## config.mk

```make
export PLATFORM = sky130hd
export DESIGN_NAME = keypad_scanner
export DESIGN_NICKNAME = d
export VERILOG_FILES = /design/src/rtl/keypad_pkg.sv /design/src/rtl/keypad_debounce.sv /design/src/rtl/keypad_scanner.sv
export SDC_FILE = /design/constraint.sdc
export NUM_CORES = 1
export LEC_CHECK = 0
export CAP_MARGIN = 20
export CORE_MARGIN = 2
export CORE_UTILIZATION = 35
export CTS_CLUSTER_DIAMETER = 100
export DETAILED_ROUTE_END_ITERATION = 10
export DONT_BUFFER_PORTS = 1
export HOLD_SLACK_MARGIN = 0.1
export PLACE_DENSITY = 0.48
export SLEW_MARGIN = 40
export SYNTH_ARGS = -nofsm -noshare
export SYNTH_HDL_FRONTEND = slang
export SYNTH_SLANG_ARGS = --single-unit
```

## constraint.sdc

```tcl
create_clock -name clk -period 6.3 [get_ports clk]
set_input_delay 1.89 -clock clk [delete_from_list [all_inputs] [get_ports clk]]
set_output_delay 1.89 -clock clk [all_outputs]
set_load 0.005 [all_outputs]
```

## src/rtl/keypad_pkg.sv

```systemverilog
// Shared types and constants for the 4x4 hex keypad scanner.
// Keymap is indexed by {row, col} with column 0 leftmost.
package keypad_pkg;

  typedef enum logic [1:0] {
    IDLE,
    CONFIRM,
    HELD,
    RELEASE
  } kp_state_t;

  localparam logic [3:0] COL_STROBE [0:3] = '{
    4'b1110, 4'b1101, 4'b1011, 4'b0111
  };

  localparam logic [3:0] KEYMAP [0:15] = '{
    4'h1, 4'h2, 4'h3, 4'hA,
    4'h4, 4'h5, 4'h6, 4'hB,
    4'h7, 4'h8, 4'h9, 4'hC,
    4'h0, 4'hF, 4'hE, 4'hD
  };

endpackage

```

## src/rtl/keypad_debounce.sv

```systemverilog
// Scan-level debounce FSM: accepts a key after DEBOUNCE_SCANS identical scans.
// Optional auto-repeat while held is enabled by defining KEYPAD_AUTOREPEAT_EN.
module keypad_debounce
  import keypad_pkg::*;
#(
  parameter int DEBOUNCE_SCANS = 4,
  parameter int REPEAT_SCANS   = 32
) (
  input  logic       clk,
  input  logic       rst,
  input  logic       scan_done,
  input  logic       scan_hit,
  input  logic [3:0] scan_code,
  output logic       accept,
  output logic [3:0] accept_code
);

  localparam int CNT_W = $clog2(DEBOUNCE_SCANS + 1);
  localparam logic [CNT_W-1:0] CNT_ONE = CNT_W'(1);
  localparam logic [CNT_W-1:0] DEB_N   = CNT_W'(DEBOUNCE_SCANS);

  kp_state_t        state, state_n;
  logic [CNT_W-1:0] cnt, cnt_n;
  logic [3:0]       cand, cand_n;

`ifdef KEYPAD_AUTOREPEAT_EN
  localparam int REP_W = $clog2(REPEAT_SCANS + 1);
  localparam logic [REP_W-1:0] REP_ONE  = REP_W'(1);
  localparam logic [REP_W-1:0] REP_LAST = REP_W'(REPEAT_SCANS - 1);

  logic [REP_W-1:0] rep, rep_n;

  always_ff @(posedge clk or posedge rst) begin
    if (rst) rep <= '0;
    else     rep <= rep_n;
  end
`endif

  always_ff @(posedge clk or posedge rst) begin
    if (rst) begin
      state <= IDLE;
      cnt   <= '0;
      cand  <= '0;
    end else begin
      state <= state_n;
      cnt   <= cnt_n;
      cand  <= cand_n;
    end
  end

  // The FSM only moves on a completed scan; between scans everything holds.
  always_comb begin
    state_n = state;
    cnt_n   = cnt;
    cand_n  = cand;
    accept  = 1'b0;
`ifdef KEYPAD_AUTOREPEAT_EN
    rep_n   = rep;
`endif
    if (scan_done) begin
      unique case (state)
        IDLE: begin
          if (scan_hit) begin
            cand_n = scan_code;
            if (DEBOUNCE_SCANS == 1) begin
              accept  = 1'b1;
              state_n = HELD;
              cnt_n   = '0;
`ifdef KEYPAD_AUTOREPEAT_EN
              rep_n   = '0;
`endif
            end else begin
              state_n = CONFIRM;
              cnt_n   = CNT_ONE;
            end
          end
        end
        CONFIRM: begin
          if (!scan_hit) begin
            state_n = IDLE;
            cnt_n   = '0;
          end else if (scan_code != cand) begin
            cand_n = scan_code;
            cnt_n  = CNT_ONE;
          end else if (cnt + CNT_ONE == DEB_N) begin
            accept  = 1'b1;
            state_n = HELD;
            cnt_n   = '0;
`ifdef KEYPAD_AUTOREPEAT_EN
            rep_n   = '0;
`endif
          end else begin
            cnt_n = cnt + CNT_ONE;
          end
        end
        HELD: begin
          if (!scan_hit) begin
`ifdef KEYPAD_AUTOREPEAT_EN
            rep_n = '0;
`endif
            if (DEBOUNCE_SCANS == 1) begin
              state_n = IDLE;
              cnt_n   = '0;
            end else begin
              state_n = RELEASE;
              cnt_n   = CNT_ONE;
            end
          end
`ifdef KEYPAD_AUTOREPEAT_EN
          else if (rep == REP_LAST) begin
            accept = 1'b1;
            rep_n  = '0;
          end else begin
            rep_n = rep + REP_ONE;
          end
`endif
        end
        RELEASE: begin
          if (scan_hit) begin
            state_n = HELD;
            cnt_n   = '0;
`ifdef KEYPAD_AUTOREPEAT_EN
            rep_n   = '0;
`endif
          end else if (cnt + CNT_ONE == DEB_N) begin
            state_n = IDLE;
            cnt_n   = '0;
          end else begin
            cnt_n = cnt + CNT_ONE;
          end
        end
        default: state_n = IDLE;
      endcase
    end
  end

  assign accept_code = cand_n;

endmodule

```

## src/rtl/keypad_scanner.sv

```systemverilog
// 4x4 hex keypad scanner: column strobing, row sampling, decode and entry word.
// Define KEYPAD_AUTOREPEAT_EN to enable auto-repeat of a held key.
module keypad_scanner
  import keypad_pkg::*;
#(
  parameter int SCAN_DIV       = 400000,
  parameter int DEBOUNCE_SCANS = 4,
  parameter int REPEAT_SCANS   = 32
) (
  input  logic        clk,
  input  logic        rst,
  input  logic [3:0]  row,
  input  logic        clr,
  output logic [3:0]  col,
  output logic        key_valid,
  output logic [3:0]  key_code,
  output logic [15:0] data
);

  localparam int SLOT_W = $clog2(SCAN_DIV + 1);
  localparam logic [SLOT_W-1:0] SLOT_LAST = SLOT_W'(SCAN_DIV - 1);
  localparam logic [SLOT_W-1:0] SLOT_ONE  = SLOT_W'(1);

  logic [3:0]        row_meta, row_sync;
  logic [SLOT_W-1:0] slot;
  logic [1:0]        col_idx;
  logic [15:0]       hit_map, cur_map;
  logic              slot_end, scan_done, scan_hit;
  logic [3:0]        scan_code;
  logic              accept;
  logic [3:0]        accept_code;

  always_ff @(posedge clk or posedge rst) begin
    if (rst) begin
      row_meta <= 4'hF;
      row_sync <= 4'hF;
    end else begin
      row_meta <= row;
      row_sync <= row_meta;
    end
  end

  assign slot_end = (slot == SLOT_LAST);

  always_ff @(posedge clk or posedge rst) begin
    if (rst) begin
      slot    <= '0;
      col_idx <= 2'd0;
      col     <= COL_STROBE[0];
      hit_map <= '0;
    end else if (slot_end) begin
      slot    <= '0;
      col_idx <= col_idx + 2'd1;
      col     <= COL_STROBE[col_idx + 2'd1];
      hit_map <= scan_done ? 16'h0000 : cur_map;
    end else begin
      slot <= slot + SLOT_ONE;
    end
  end

  // Merge this column's rows into the scan map; more than one hit is ghosting.
  always_comb begin
    cur_map   = hit_map;
    scan_code = 4'h0;
    for (int r = 0; r < 4; r++) begin
      cur_map[{r[1:0], col_idx}] = ~row_sync[r];
    end
    for (int i = 0; i < 16; i++) begin
      if (cur_map[i]) scan_code = KEYMAP[i];
    end
    scan_hit  = ($countones(cur_map) == 1);
    scan_done = slot_end && (col_idx == 2'd3);
  end

  keypad_debounce #(
    .DEBOUNCE_SCANS(DEBOUNCE_SCANS),
    .REPEAT_SCANS  (REPEAT_SCANS)
  ) u_debounce (
    .clk        (clk),
    .rst        (rst),
    .scan_done  (scan_done),
    .scan_hit   (scan_hit),
    .scan_code  (scan_code),
    .accept     (accept),
    .accept_code(accept_code)
  );

  always_ff @(posedge clk or posedge rst) begin
    if (rst) begin
      key_valid <= 1'b0;
      key_code  <= 4'h0;
      data      <= 16'h0000;
    end else begin
      key_valid <= accept;
      if (accept) key_code <= accept_code;
      if (clr)         data <= accept ? {12'h000, accept_code} : 16'h0000;
      else if (accept) data <= {data[11:0], accept_code};
    end
  end

endmodule

```

# ---- Word level (Yosys, flattened, before mapping)
# Cells that the tools add are included.
dict set report totals {
  elab_cells 127
  reg_bits 79
}
dict set report op_classes {
  n_eq_ne 13
  reduce_logical 9
  bitwise 5
  order_cmp 9
  add_sub_neg 18
  muxes 61
}
# cell count
set op_table {}
lappend op_table {{two-way mux 4 bit} 22}
lappend op_table {{bitwise mux 16 bit} 4}
lappend op_table {{two-way mux 16 bit} 3}
lappend op_table {{adder 19 x 1 -> 19 bit, second input constant} 1}
lappend op_table {{== test 19 bit, second input constant} 1}
lappend op_table {{two-way mux 19 bit} 1}
lappend op_table {{two-way mux 3 bit} 6}
lappend op_table {{adder 1 x 1 -> 2 bit} 8}
lappend op_table {{two-way mux 2 bit} 7}
lappend op_table {{adder 2 x 2 -> 3 bit} 4}
lappend op_table {{case mux 3 bit (4 select lines)} 1}
lappend op_table {{< comparator 4 x 5 -> 1 bit, second input constant} 2}
lappend op_table {{two-way mux 1 bit} 10}
lappend op_table {{adder 3 x 3 -> 4 bit} 2}
lappend op_table {{binary-select mux 4 bit (select 2 bit)} 1}
lappend op_table {{demux 1 bit (select 2 bit)} 4}
lappend op_table {{>= comparator 4 x 1 -> 1 bit, second input constant} 2}
lappend op_table {{case mux 2 bit (4 select lines)} 1}
lappend op_table {{case mux 4 bit (2 select lines)} 1}
lappend op_table {{== test 2 bit, second input constant} 3}
lappend op_table {{inequality test 3 bit, second input constant} 2}
lappend op_table {{AND reduction 6 bit} 1}
lappend op_table {{adder 4 x 4 -> 5 bit} 1}
lappend op_table {{== test 5 x 1 -> 1 bit, second input constant} 1}
lappend op_table {{other kinds (19)} 26}

# ---- Logic depth before layout (Yosys ltp)
dict set report depth {
  word_depth 31
  ltp_mapped 24
  ltp_nobuf 21
}

# ---- Modules after synthesis
# Synthesis repeated with hierarchy kept, for this count alone.
dict set report unflattened {
  hier_cells 378
  hier_area_um2 4023.9
}
# mod cells_per_inst area_each_um2 instances
set by_module_without_submodules {}
lappend by_module_without_submodules {keypad_scanner 325 3454.6 1}
lappend by_module_without_submodules {keypad_debounce 53 569.3 1}

# ---- Worst setup path after synthesis
# OpenSTA, ideal clock, no wires.
dict set report synth_path {
  kind {register to register}
  startpoint {reg col_idx[1]}
  endpoint {reg key_code[1]}
  t_arrival_ps 5709
  n_path_buf 2
  t_required_ps 6175
  synth_period_minus_slack_ps 5834
  stages_incl_launch_ff 21
  slack_ps 466
  setup_time_ps 125
  path_cell_list {dfrtp_1 inv_1 ha_1 buf_2 clkbuf_1 inv_1 o21ai_0 fa_1 inv_1 fa_1 inv_1 fa_1 fa_1 ha_1 fa_1 nor4b_1 o21ai_0 or2_2 or3_4 nor4_4 mux2_2}
}
dict set report synth_between {
  elab_chain_len 29
  word_cells_on_any_way 68
}
# item line_no
set synth_lines {}
lappend synth_lines {{start, declared} keypad_scanner.sv:26} ;# logic [1:0] col_idx;
lappend synth_lines {{start signal, assigned} keypad_scanner.sv:53} ;# col_idx <= col_idx + 2'd1;
lappend synth_lines {{< comparator 2 x 5 -> 1 bit (implied by the code) or >= comparator 2 x 1 -> 1 bit (tied branches)} keypad_scanner.sv:66} ;# cur_map[{r[1:0], col_idx}] = ~row_sync[r];
lappend synth_lines {{logical AND 1 bit (implied by the code)} keypad_scanner.sv:66}
lappend synth_lines {{two-way mux 1 bit (implied by the code)} keypad_scanner.sv:66}
lappend synth_lines {{demux 1 bit (select 2 bit)} keypad_scanner.sv:66}
lappend synth_lines {{bitwise mux 16 bit (4 in a row)} keypad_scanner.sv:66}
lappend synth_lines {{two-way mux 1 bit} keypad_scanner.sv:69} ;# if (cur_map[i]) scan_code = KEYMAP[i];
lappend synth_lines {{two-way mux 4 bit (15 in a row)} keypad_scanner.sv:69}
lappend synth_lines {{inequality test 4 bit} keypad_debounce.sv:82} ;# end else if (scan_code != cand) begin
lappend synth_lines {{two-way mux 4 bit or two-way mux 1 bit (tied branches)} keypad_debounce.sv:82}
lappend synth_lines {{two-way mux 4 bit or two-way mux 1 bit (tied branches)} keypad_debounce.sv:79} ;# if (!scan_hit) begin
lappend synth_lines {{case mux 4 bit (2 select lines) or two-way mux 1 bit (tied branches)} keypad_debounce.sv:61} ;# unique case (state)
lappend synth_lines {{two-way mux 4 bit or two-way mux 1 bit (tied branches)} keypad_debounce.sv:60} ;# if (scan_done) begin
lappend synth_lines {{end signal, assigned} keypad_scanner.sv:95} ;# if (accept) key_code <= accept_code;
lappend synth_lines {{end, declared} keypad_scanner.sv:16} ;# output logic [3:0] key_code,
# Several ways; a longest one is shown, not always the timed one.
# A chain may end at the register's enable or synchronous reset.

# ---- Final worst setup path
dict set report layout_path {
  startpoint {reg col_idx[0]}
  endpoint {reg key_code[1]}
}
# The elaborated chain is that of the path after synthesis.

==> results.sh <==
export IMPL_ys_types=62
export IMPL_slew_headroom_pct=47.6
export IMPL_synth_compound_area_share_pct=15.8
export IMPL_synth_top_cell_area_share_pct=39.5
export IMPL_die_h_um=115
export IMPL_synth_seq_cells=79
export IMPL_multi_input_area_um2=2100
export IMPL_slowest_stage="fa_1"
export IMPL_drc_errors=0
export IMPL_rows=40
export IMPL_cts_buffers=9
export IMPL_syn_area_um2=4300
export IMPL_cellPowerDensity_nw_per_um2=219
export IMPL_synthArstFlopShare_pct=100
export IMPL_fmax_mhz=167
export IMPL_path_class="reg -> reg"
export IMPL_htreeDepth=3
export IMPL_via_count=3070
export IMPL_synth_top_family_by_area="simple AND/OR/NAND/NOR gates"
export IMPL_rsz0062_at_grt="false"
export IMPL_cpMostUsedCell="fa_1"
export IMPL_rrSetupSlack_ns=0.30
export IMPL_placed_cells=584
export IMPL_dpl_instance_area_um2=4490
export IMPL_diodes=0
export IMPL_synth_xor_area_share_pct=3.46
export IMPL_wl_per_cell_um=15.6
export IMPL_track_usage_pct=15.3
export IMPL_grt_max_degree=41
export IMPL_drv_slew=0
export IMPL_synthMuxAreaShare_pct=1.31
export IMPL_cts_path_max_buffers=2
export IMPL_clock_latency_ns=0.35
export IMPL_nFillCells=1204
export IMPL_nNetsFinal=477
export IMPL_hold_path_class="reg -> reg"
export IMPL_critPathLaunchType="flip-flop"
export IMPL_synth_simple_area_share_pct=19.9
export IMPL_tns_ns=0
export IMPL_cts_sinks=79
export IMPL_run_status="completed"
export IMPL_antenna_found_initial=0
export IMPL_syn_avg_cell_area_um2=9.71
export IMPL_dieArea_um2=13200
export IMPL_synthAdderAreaFrac_pct=8.14
export IMPL_cts_root_buf="clkbuf_16"
export IMPL_drtAntennaViolNets=0
export IMPL_critical_path_buf_inv_count=3
export IMPL_synth_fp_nets=472
export IMPL_grt_overflow=0
export IMPL_yosys_area_top_type="dfrtp_1"
export IMPL_cp_end_kind="flip-flop"
export IMPL_peakVddDrop_v=0.000108
export IMPL_grt_pass1_vias=3028
export IMPL_synth_warnings=0
export IMPL_grt_pass1_wl_um=15700
export IMPL_period_minus_slack_ns=6.00
export IMPL_core_area_um2=12000
export IMPL_ios=32
export IMPL_finalWirelength_um=9350
export IMPL_post_cts_buffers=0
export IMPL_cts_hold_buf=0
export IMPL_post_route_period_util_pct=95.3
export IMPL_finalWeightedCongestion=0.846
export IMPL_crit_chain="ha_2 -> nor2b_1 -> or2_2 -> inv_1 -> fa_1 -> fa_1 -> inv_1 -> fa_1 -> fa_1 -> ha_1 -> fa_1 -> nor4b_1 -> o21ai_1 -> or2_2 -> or3_4 -> nor4_4 -> buf_12 -> mux2_2"
export IMPL_synth_area_leaders="dfrtp_1 (40%), dfstp_2 (6.7%), nand2_1 (4.7%)"
export IMPL_hpwl_um=6710
export IMPL_fin_cells=600
export IMPL_worst_pin_slew_ns=0.784
export IMPL_worst_clock_skew_ns=0.0148
export IMPL_leakage_nw=2.19
export IMPL_crit_required_ns=6.53
export IMPL_seqCellArea_um2=1990
export IMPL_cts_tree="yes"
export IMPL_syn2layout_area_growth_pct=11.1
export IMPL_initial_core_util_pct=35.8
export IMPL_final_common_cell="dfrtp_1"
export IMPL_fp_dieW_um=115
export IMPL_drive_above_1_share_pct=13.0
export IMPL_max_stage_delay_ns=0.50
export IMPL_setup_viol=0
export IMPL_timing_critical_path_arrival_ns=6.23
export IMPL_clk_pin_slew_ns=0.06
export IMPL_hold_viol_final=0
export IMPL_ys_seq_area_share_pct=46.3
export IMPL_synth_edf_count=0
export IMPL_synth_flop_cell="dfrtp_1"
export IMPL_io_buffers=0
export IMPL_cap_violations=0
export IMPL_critical_path_top_delay_family="adder cells"
export IMPL_dr_first_iter_drc_count=156
export IMPL_avgViaCountPerCell=5.12
export IMPL_post_route_cell_area_um2=4780
export IMPL_crit_fanout=23
export IMPL_drt_pass1_iter_count=4
export IMPL_syn_inst=443
export IMPL_layout_common_cells="dfrtp_1 (68), nand2_1 (54), o21ai_0 (37)"
flip-flops by register name, summed over array words and instances (netlist names), named ones only:
register	cells
col	4
hit_map	16
row_sync	4
u_debounce.cnt	3
data	16
row_meta	4
key_code	4
u_debounce.cand	4
col_idx	2
u_debounce.state	1
slot	19
key_valid	1
worst register-to-register path, stage by stage, from the launching register on:
cell and delay, ns:
dfrtp_1 0.40, ha_2 0.27, nor2b_1 0.17, or2_2 0.32, inv_1 0.12, fa_1 0.45
fa_1 0.49, inv_1 0.05, fa_1 0.50, fa_1 0.49, ha_1 0.23, fa_1 0.43
nor4b_1 0.28, o21ai_1 0.12, or2_2 0.34, or3_4 0.47, nor4_4 0.21, buf_12 0.20
mux2_2 0.34
report_power, final:
| group | internal (mW) | switching, mW | total (mW) |
|---|---|---|---|
| clock | 0.287 | 0.197 | 0.484 |
| combinational | 0.0141 | 0.0307 | 0.0448 |
| sequential | 0.513 | 0.00273 | 0.515 |
final timing paths:
path,startpoint,end,depth (start not counted)
setup / recovery,col_idx[0]$_DFFE_PP0N_,key_code[1]$_DFFE_PP0P_,18
hold / removal,row_meta[3]$_DFF_PP1_,row_sync[3]$_DFF_PP1_,0
setup reg to reg,col_idx[0]$_DFFE_PP0N_,key_code[1]$_DFFE_PP0P_,18
hold reg to reg,row_meta[3]$_DFF_PP1_,row_sync[3]$_DFF_PP1_,0
max in group asynchronous,rst,hit_map[4]$_DFFE_PP0N_,2
min in group asynchronous,rst,slot[14]$_DFF_PP0_,1
cells by family after synthesis:
| family | after synthesis |
|---|---|
| DFF | 79 |
| and+or+nand+nor | 162 |
| muxes | 5 |
| buffers and inverters | 51 |
| AOI/OAI and AO/OA | 107 |
| adders and majority gates | 22 |
| xor gates and xnor gates | 17 |
cells in the mapped netlist, types with 5 or more instances:
| master | count |
|---|---|
| o221ai_1 | 5 |
| nor2_1 | 25 |
| and2_1 | 9 |
| nand2b_1 | 14 |
| and3_1 | 7 |
| inv_1 | 33 |
| nor2b_1 | 11 |
| nand3_1 | 12 |
| buf_2 | 5 |
| o21ai_0 | 40 |
| nand2_1 | 54 |
| dfstp_2 | 11 |
| a21oi_1 | 21 |
| xor2_1 | 9 |
| fa_1 | 10 |
| mux2_2 | 5 |
| a211oi_1 | 5 |
| o31ai_1 | 6 |
| clkbuf_1 | 9 |
| ha_1 | 12 |
| dfrtp_1 | 68 |
| xnor2_1 | 8 |
cell type report:
| type | instances | share of cell area [%] |
|---|---|---|
| clock inverter | 3 | 0.366 |
| multi-input combinational | 313 | 43.9 |
| sequential | 79 | 41.6 |
| inverter | 33 | 2.62 |
| timing repair buffer | 12 | 2.15 |
| clock buffer | 13 | 5.45 |
| tap | 147 | 3.85 |
through the flow:
step                      util [%]  hold slack (ns)  total power [mW]  worst slack (ns)
after floorplan                  -            0.345             0.558             0.466
after global placement        37.4            0.346             0.570             0.226
after detailed placement      37.4            0.352             0.570             0.108
after CTS                     39.7            0.360              1.06            0.0951
after global routing          39.8            0.365              1.09            0.0149
final                         39.8            0.358              1.04             0.295
layer usage:
layer  track usage (%)  vias up  routed length (µm)
li1                  -     1540                   -
met4              6.35        0                 157
met5                 0        -                   0
met1              20.9     1480                4430
met2              23.6       36                4430
met3              3.64       14                 336
repair_timing:
action	in CTS	in global routing
setup endpoints to repair	0	15
resized for setup	0	6
endpoints found under the hold margin	0	0
Note: power is estimated with default switching activity, not from simulation.
